**src/rtl/rr_arb_pkg.sv**
```systemverilog
// Shared constants, FSM state type and hold-counter sizing for rr_arbiter32.
package rr_arb_pkg;

  localparam int NREQ         = 32;
  localparam int IDX_W        = 5;
  localparam int DEF_MAX_HOLD = 16;

  typedef enum logic {IDLE = 1'b0, BUSY = 1'b1} state_t;

  // Hold counter only has to reach MAX_HOLD-1, so $clog2(MAX_HOLD) bits suffice.
  function automatic int hold_w(input int max_hold);
    return (max_hold < 2) ? 1 : $clog2(max_hold);
  endfunction

  localparam int HOLD_W = hold_w(DEF_MAX_HOLD);

endpackage

```
**src/rtl/rr_arbiter32_if.sv**
```systemverilog
// Request/grant bundle between 32 requesters (master) and rr_arbiter32 (slave).
// Handshake: the owner keeps req[gnt_idx] high while gnt_valid=1. A grant ends
// after rel=1 or req[gnt_idx]=0 is seen at a rising edge, or when timeout pulses.
// gnt_idx is only meaningful while gnt_valid=1.
interface rr_arbiter32_if;
  import rr_arb_pkg::*;

  logic              en;
  logic [NREQ-1:0]   req;
  logic              rel;
  logic              gnt_valid;
  logic [IDX_W-1:0]  gnt_idx;
  logic [NREQ-1:0]   gnt_onehot;
  logic              timeout;

  modport master (output en, req, rel,
                  input  gnt_valid, gnt_idx, gnt_onehot, timeout);
  modport slave  (input  en, req, rel,
                  output gnt_valid, gnt_idx, gnt_onehot, timeout);
endinterface

```
**src/rtl/gnt_dec5t32.sv**
```systemverilog
// 5-to-32 one-hot decoder with enable; output is all zeros when en=0.
module gnt_dec5t32
  import rr_arb_pkg::*;
(
  input  logic [IDX_W-1:0] idx,
  input  logic             en,
  output logic [NREQ-1:0]  onehot
);

  always_comb begin
    onehot = '0;
    if (en) onehot[idx] = 1'b1;
  end

endmodule

```
**src/rtl/rr_arbiter32.sv**
```systemverilog
// 32-way round-robin arbiter with registered grant index and MAX_HOLD revoke.
// Define RR_ARB_FIXED_PRIO_EN to pin the scan pointer at 0 (fixed priority).
module rr_arbiter32
  import rr_arb_pkg::*;
#(
  parameter int MAX_HOLD = DEF_MAX_HOLD
) (
  input  logic          clk,
  input  logic          rst_n,
  rr_arbiter32_if.slave bus,
  output state_t        dbg_state
);

  localparam int CNT_W = hold_w(MAX_HOLD);

  state_t            state, state_nxt;
  logic [IDX_W-1:0]  ptr, ptr_nxt;
  logic [IDX_W-1:0]  idx, idx_nxt;
  logic [CNT_W-1:0]  cnt, cnt_nxt;
  logic [NREQ-1:0]   rot;
  logic [IDX_W-1:0]  off;
  logic [IDX_W-1:0]  winner;
  logic              found;
  logic              exit_gnt;
  logic              timeout;

  // Rotate so ptr lands at bit 0, take the lowest set bit, rotate back.
  always_comb begin
    rot   = (bus.req >> ptr) | (bus.req << (NREQ - int'(ptr)));
    found = 1'b0;
    off   = '0;
    for (int i = NREQ - 1; i >= 0; i--) begin
      if (rot[i]) begin
        found = 1'b1;
        off   = IDX_W'(i);
      end
    end
    winner = off + ptr;
  end

  always_ff @(posedge clk or negedge rst_n) begin
    if (!rst_n) begin
      state <= IDLE;
      ptr   <= '0;
      idx   <= '0;
      cnt   <= '0;
    end else begin
      state <= state_nxt;
      ptr   <= ptr_nxt;
      idx   <= idx_nxt;
      cnt   <= cnt_nxt;
    end
  end

  always_comb begin
    state_nxt = state;
    ptr_nxt   = ptr;
    idx_nxt   = idx;
    cnt_nxt   = cnt;
    exit_gnt  = 1'b0;
    timeout   = 1'b0;
    case (state)
      IDLE: begin
        if (bus.en && found) begin
          idx_nxt   = winner;
          cnt_nxt   = '0;
          state_nxt = BUSY;
        end
      end
      BUSY: begin
        cnt_nxt = cnt + CNT_W'(1);
        // Priority: release, then owner drop, then forced revoke.
        if (bus.rel) begin
          exit_gnt = 1'b1;
        end else if (!bus.req[idx]) begin
          exit_gnt = 1'b1;
        end else if (cnt == CNT_W'(MAX_HOLD - 1)) begin
          exit_gnt = 1'b1;
          timeout  = 1'b1;
        end
        if (exit_gnt) begin
          state_nxt = IDLE;
          cnt_nxt   = '0;
`ifdef RR_ARB_FIXED_PRIO_EN
          ptr_nxt   = '0;
`else
          ptr_nxt   = idx + IDX_W'(1);
`endif
        end
      end
      default: state_nxt = IDLE;
    endcase
  end

  assign bus.gnt_valid = (state == BUSY);
  assign bus.gnt_idx   = idx;
  assign bus.timeout   = timeout;
  assign dbg_state     = state;

  gnt_dec5t32 u_dec (
    .idx    (idx),
    .en     (state == BUSY),
    .onehot (bus.gnt_onehot)
  );

endmodule

```
**src/flat_wrapper.sv**
```systemverilog
// flat-port wrapper written by rule: the top's interface ports become plain ports
module rr_arbiter32_flat import rr_arb_pkg::*;
#(
  parameter int MAX_HOLD = DEF_MAX_HOLD
)
  (clk, rst_n, dbg_state, bus_en, bus_req, bus_rel, bus_gnt_valid, bus_gnt_idx, bus_gnt_onehot, bus_timeout);
  rr_arbiter32_if bus_i ();
  input  logic clk;
  input  logic rst_n;
  output state_t dbg_state;
  input wire logic [$bits(bus_i.en)-1:0] bus_en;
  input wire logic [$bits(bus_i.req)-1:0] bus_req;
  input wire logic [$bits(bus_i.rel)-1:0] bus_rel;
  output wire logic [$bits(bus_i.gnt_valid)-1:0] bus_gnt_valid;
  output wire logic [$bits(bus_i.gnt_idx)-1:0] bus_gnt_idx;
  output wire logic [$bits(bus_i.gnt_onehot)-1:0] bus_gnt_onehot;
  output wire logic [$bits(bus_i.timeout)-1:0] bus_timeout;
  assign bus_i.en = bus_en;
  assign bus_i.req = bus_req;
  assign bus_i.rel = bus_rel;
  assign bus_gnt_valid = bus_i.gnt_valid;
  assign bus_gnt_idx = bus_i.gnt_idx;
  assign bus_gnt_onehot = bus_i.gnt_onehot;
  assign bus_timeout = bus_i.timeout;
  rr_arbiter32 #(.MAX_HOLD(MAX_HOLD)) u_core (.clk(clk), .rst_n(rst_n), .bus(bus_i), .dbg_state(dbg_state));
endmodule
```
**config.mk**
```make
export PLATFORM = sky130hd
export DESIGN_NAME = rr_arbiter32_flat
export DESIGN_NICKNAME = d
export VERILOG_FILES = /design/src/rtl/rr_arb_pkg.sv /design/src/rtl/rr_arbiter32_if.sv /design/src/rtl/gnt_dec5t32.sv /design/src/rtl/rr_arbiter32.sv /design/src/flat_wrapper.sv
export SDC_FILE = /design/constraint.sdc
export NUM_CORES = 1
export LEC_CHECK = 0
export BUFFER_PORTS_ARGS = -buffer_cell sky130_fd_sc_hd__buf_2
export CELL_PAD_IN_SITES_DETAIL_PLACEMENT = 0
export CELL_PAD_IN_SITES_GLOBAL_PLACEMENT = 1
export CORE_AREA = 5 5 127 129
export DETAILED_ROUTE_END_ITERATION = 12
export DIE_AREA = 0 0 132 134
export GPL_ROUTABILITY_DRIVEN = 1
export GPL_TIMING_DRIVEN = 0
export PLACE_DENSITY = 0.77
export SLEW_MARGIN = 20
export SYNTH_ARGS = -nofsm -noshare
export SYNTH_HDL_FRONTEND = slang
export SYNTH_SLANG_ARGS = --single-unit
```
**constraint.sdc**
```tcl
create_clock -name clk -period 5.7 [get_ports clk]
set_clock_uncertainty 0.1 [all_clocks]
set_input_delay 0.855 -clock clk [delete_from_list [all_inputs] [get_ports clk]]
set_output_delay 0.855 -clock clk [all_outputs]
set_load 0.03 [all_outputs]
```
==> flow_summary.json <==
{
  "synthXorXnorAreaFrac_pct": 1.36,
  "rsz0062_at_grt": "no",
  "final_cells": 958,
  "ys_warn_count": 0,
  "drv_slew": 0,
  "cp-end-kind": "flop",
  "avgSynthCellArea_um2": 8.36,
  "fin_crit_sh_pct": 95.0,
  "final_antenna_net_count": 0,
  "max-slew-margin-rel_pct": 39.4,
  "r2r-start": "u_core.ptr[1]",
  "tightest_slew_ns": 0.886,
  "grt_max_degree": 16,
  "drc": 0,
  "finalSetupViolations": 0,
  "max_freq_mhz": 185,
  "io-pin-count": 76,
  "ys.flop_type": "dfrtp_1",
  "cts_sinks": 15,
  "num_vias": 6787,
  "synth_cells": 694,
  "drtIter0Drc": 836,
  "clk_latency_ns": 0.25,
  "fin_util_pct": 44.9,
  "die_h_um": 134,
  "status": "finished, final reports clean",
  "die_area_um2": 17700,
  "synthSimpleGateAreaFrac_pct": 22.1,
  "cts_tree": "yes",
  "nets": 818,
  "hold_viol": 0,
  "wl_met3_mm": 2.72,
  "die_x_um": 132,
  "synth_cell_types": 92,
  "start_kind": "flop",
  "hpwl_mm": 21.7,
  "wire_per_inst_um": 28.8,
  "syn_area_um2": 5800,
  "dp.cells": 957,
  "cp.required_ns": 5.72,
  "max-cap-violations": 0,
  "grt_pass1_wl_mm": 41.5,
  "portBuffers": 75,
  "clk_pin_slew_ns": 0.05,
  "core_area_um2": 14900,
  "antenna_found_initial": 0,
  "startpoint": "u_core.ptr[1]",
  "routed_via_density": 7.08,
  "period_needed_ns": 5.42,
  "cts_buffers": 3,
  "worst-setup-path-type": "reg -> reg",
  "start_util_pct": 38.9,
  "hold_class": "in -> async",
  "grt.overflow.total": 0,
  "synthesis.nets": 741,
  "drive_above_1_share_pct": 31.2,
  "cts_root_buf": "clkbuf_16",
  "drt-total-wl_mm": 27.6,
  "num_rows": 45,
  "synthAdderAreaFrac_pct": 2.50,
  "htree_num_levels": 1,
  "diodes": 0,
  "arrival_ns": 5.44,
  "synth-seq-area-share_pct": 6.47,
  "grtUsageTotal_pct": 30.0,
  "synth_mux_area_share_pct": 37.0,
  "dr.max_layer_used": "met4",
  "synthToLayoutAreaGrowth_pct": 15.5,
  "wl_met2_mm": 12.1,
  "dr.pass1.iters": 6,
  "cts_buffer_depth": 2,
  "synth-compound-area-share_pct": 23.2,
  "grt_pass1_vias": 6568,
  "synth_top_family_by_area": "multiplexers",
  "path_max_fanout": 19,
  "wl_met1_mm": 11.4,
  "routabilityCongestion": 1.02,
  "synthArstFlopShare_pct": 100,
  "synth-edff-count": 0,
  "ys_ff_latch": 15
}
path summary, 6_finish.rpt:
check,endpoint,slack [ns],depth (start not counted)
max,u_core.bus.gnt_idx[4],0.28,21
min,u_core.bus.gnt_idx[3],0.41,1
max reg2reg,u_core.bus.gnt_idx[4],0.28,21
min reg2reg,u_core.cnt[1],0.43,1
max in group asynchronous,u_core.ptr[1],4.82,1
min in group clk,u_core.cnt[1],0.43,1
cells in the mapped netlist (19+ instances only):
cell      count  share of area (%)
mux4_2       63                 24
inv_1        24                1.6
a21oi_1      21                1.8
nand3_1      30                2.6
clkbuf_1     27                1.7
nor2_1       76                4.9
nand2_1      80                5.2
o21ai_0      36                3.1
mux2i_1      38                6.6
buf_2        20                1.7
mux2_2       19                3.7
critical path, stage by stage, from the launching register on:
cell and delay [ns]:
dfrtp_2 0.44, buf_4 0.22, buf_8 0.22, clkinvlp_4 0.15
ha_4 0.33, buf_4 0.21, mux2i_1 0.32, o22a_1 0.33
o21ai_1 0.22, a22o_1 0.25, or4b_1 0.51, nor3_2 0.21
o21ai_1 0.10, a311o_1 0.35, nand4_1 0.12, a211oi_2 0.09
ha_1 0.32, a21o_1 0.20, a21oi_1 0.16, xnor2_1 0.15
xnor2_1 0.16, o21ai_0 0.10
layout by cell type (no fill, tap or decap), types with 4 or more instances in the layout:
cell type	count
nor4_1	5
nand3_1	29
o21ai_0	30
mux2i_1	38
nor2_1	74
nor2b_1	7
buf_2	89
clkbuf_1	23
mux4_2	64
o22ai_1	9
a21oi_1	21
buf_6	5
a211oi_1	6
mux2_2	19
o211ai_1	6
nand2_1	80
or3b_2	4
o2111ai_1	4
o32ai_1	4
ha_1	9
dfrtp_1	14
a22o_1	4
inv_1	23
nand2b_1	5
and3_1	10
xor2_1	4
buf_4	6
a21o_1	8
a22oi_1	14
nor3_1	8
a2111oi_4	4
a221oi_1	4
o21ai_1	7
metal layers:
layer | global-route usage, % | vias to the layer above
met1 | 41.5 | 3333
met5 | 0 | -
met2 | 46.8 | 477
met4 | 11.1 | 0
li1 | - | 2878
met3 | 5.48 | 99
cell families (layout without fill, tap and decap cells):
kind of cell / after synthesis / after routing
buffers and inverters: 86 / 162
AND/OR/NAND/NOR: 264 / 264
flip-flops: 15 / 15
XOR/XNOR: 9 / 9
adder cells (fa/ha/maj): 11 / 11
AO/OA/AOI/OAI: 183 / 183
multiplexers: 126 / 126
cell type report:
class / instances / area [um2]
clock buffer: 3 / 75.1
multi-input combinational: 593 / 5170
clock inverter: 1 / 5.00
inverter: 26 / 104
fill: 1492 / 8220
sequential: 15 / 377
tap: 188 / 235
timing repair buffer: 76 / 383
buffer: 56 / 348
flip-flops by register name, indices dropped and copies added, names as in the netlist:
signal,cells
u_core.bus.gnt_idx,5
u_core.ptr,5
u_core.cnt,4
u_core.bus.gnt_valid,1
timing repair:
item | CTS | global route
pin swaps | 2 | 4
buffers inserted | 1 | 0
hold buffers | 0 | 0
setup endpoints to repair | 10 | 3
gates resized for setup | 36 | 23
endpoints found under the hold margin | 0 | 0
stage by stage:
stage	worst slack [ns]	hold WS (ns)	TNS, ns	cell area (um2)
6_report	0.284	0.407	0	6700
5_1_grt	0.0121	0.439	0	6700
4_1_cts	0.0511	0.417	0	6640
3_5_place_dp	-1.37	0.415	-7.27	6410
3_3_place_gp	-1.45	0.398	-7.72	6410
2_1_floorplan	0.320	0.386	0	5800
Power is not shown: default switching activity piles up to over one toggle a cycle in this logic, so the estimate is an artifact.
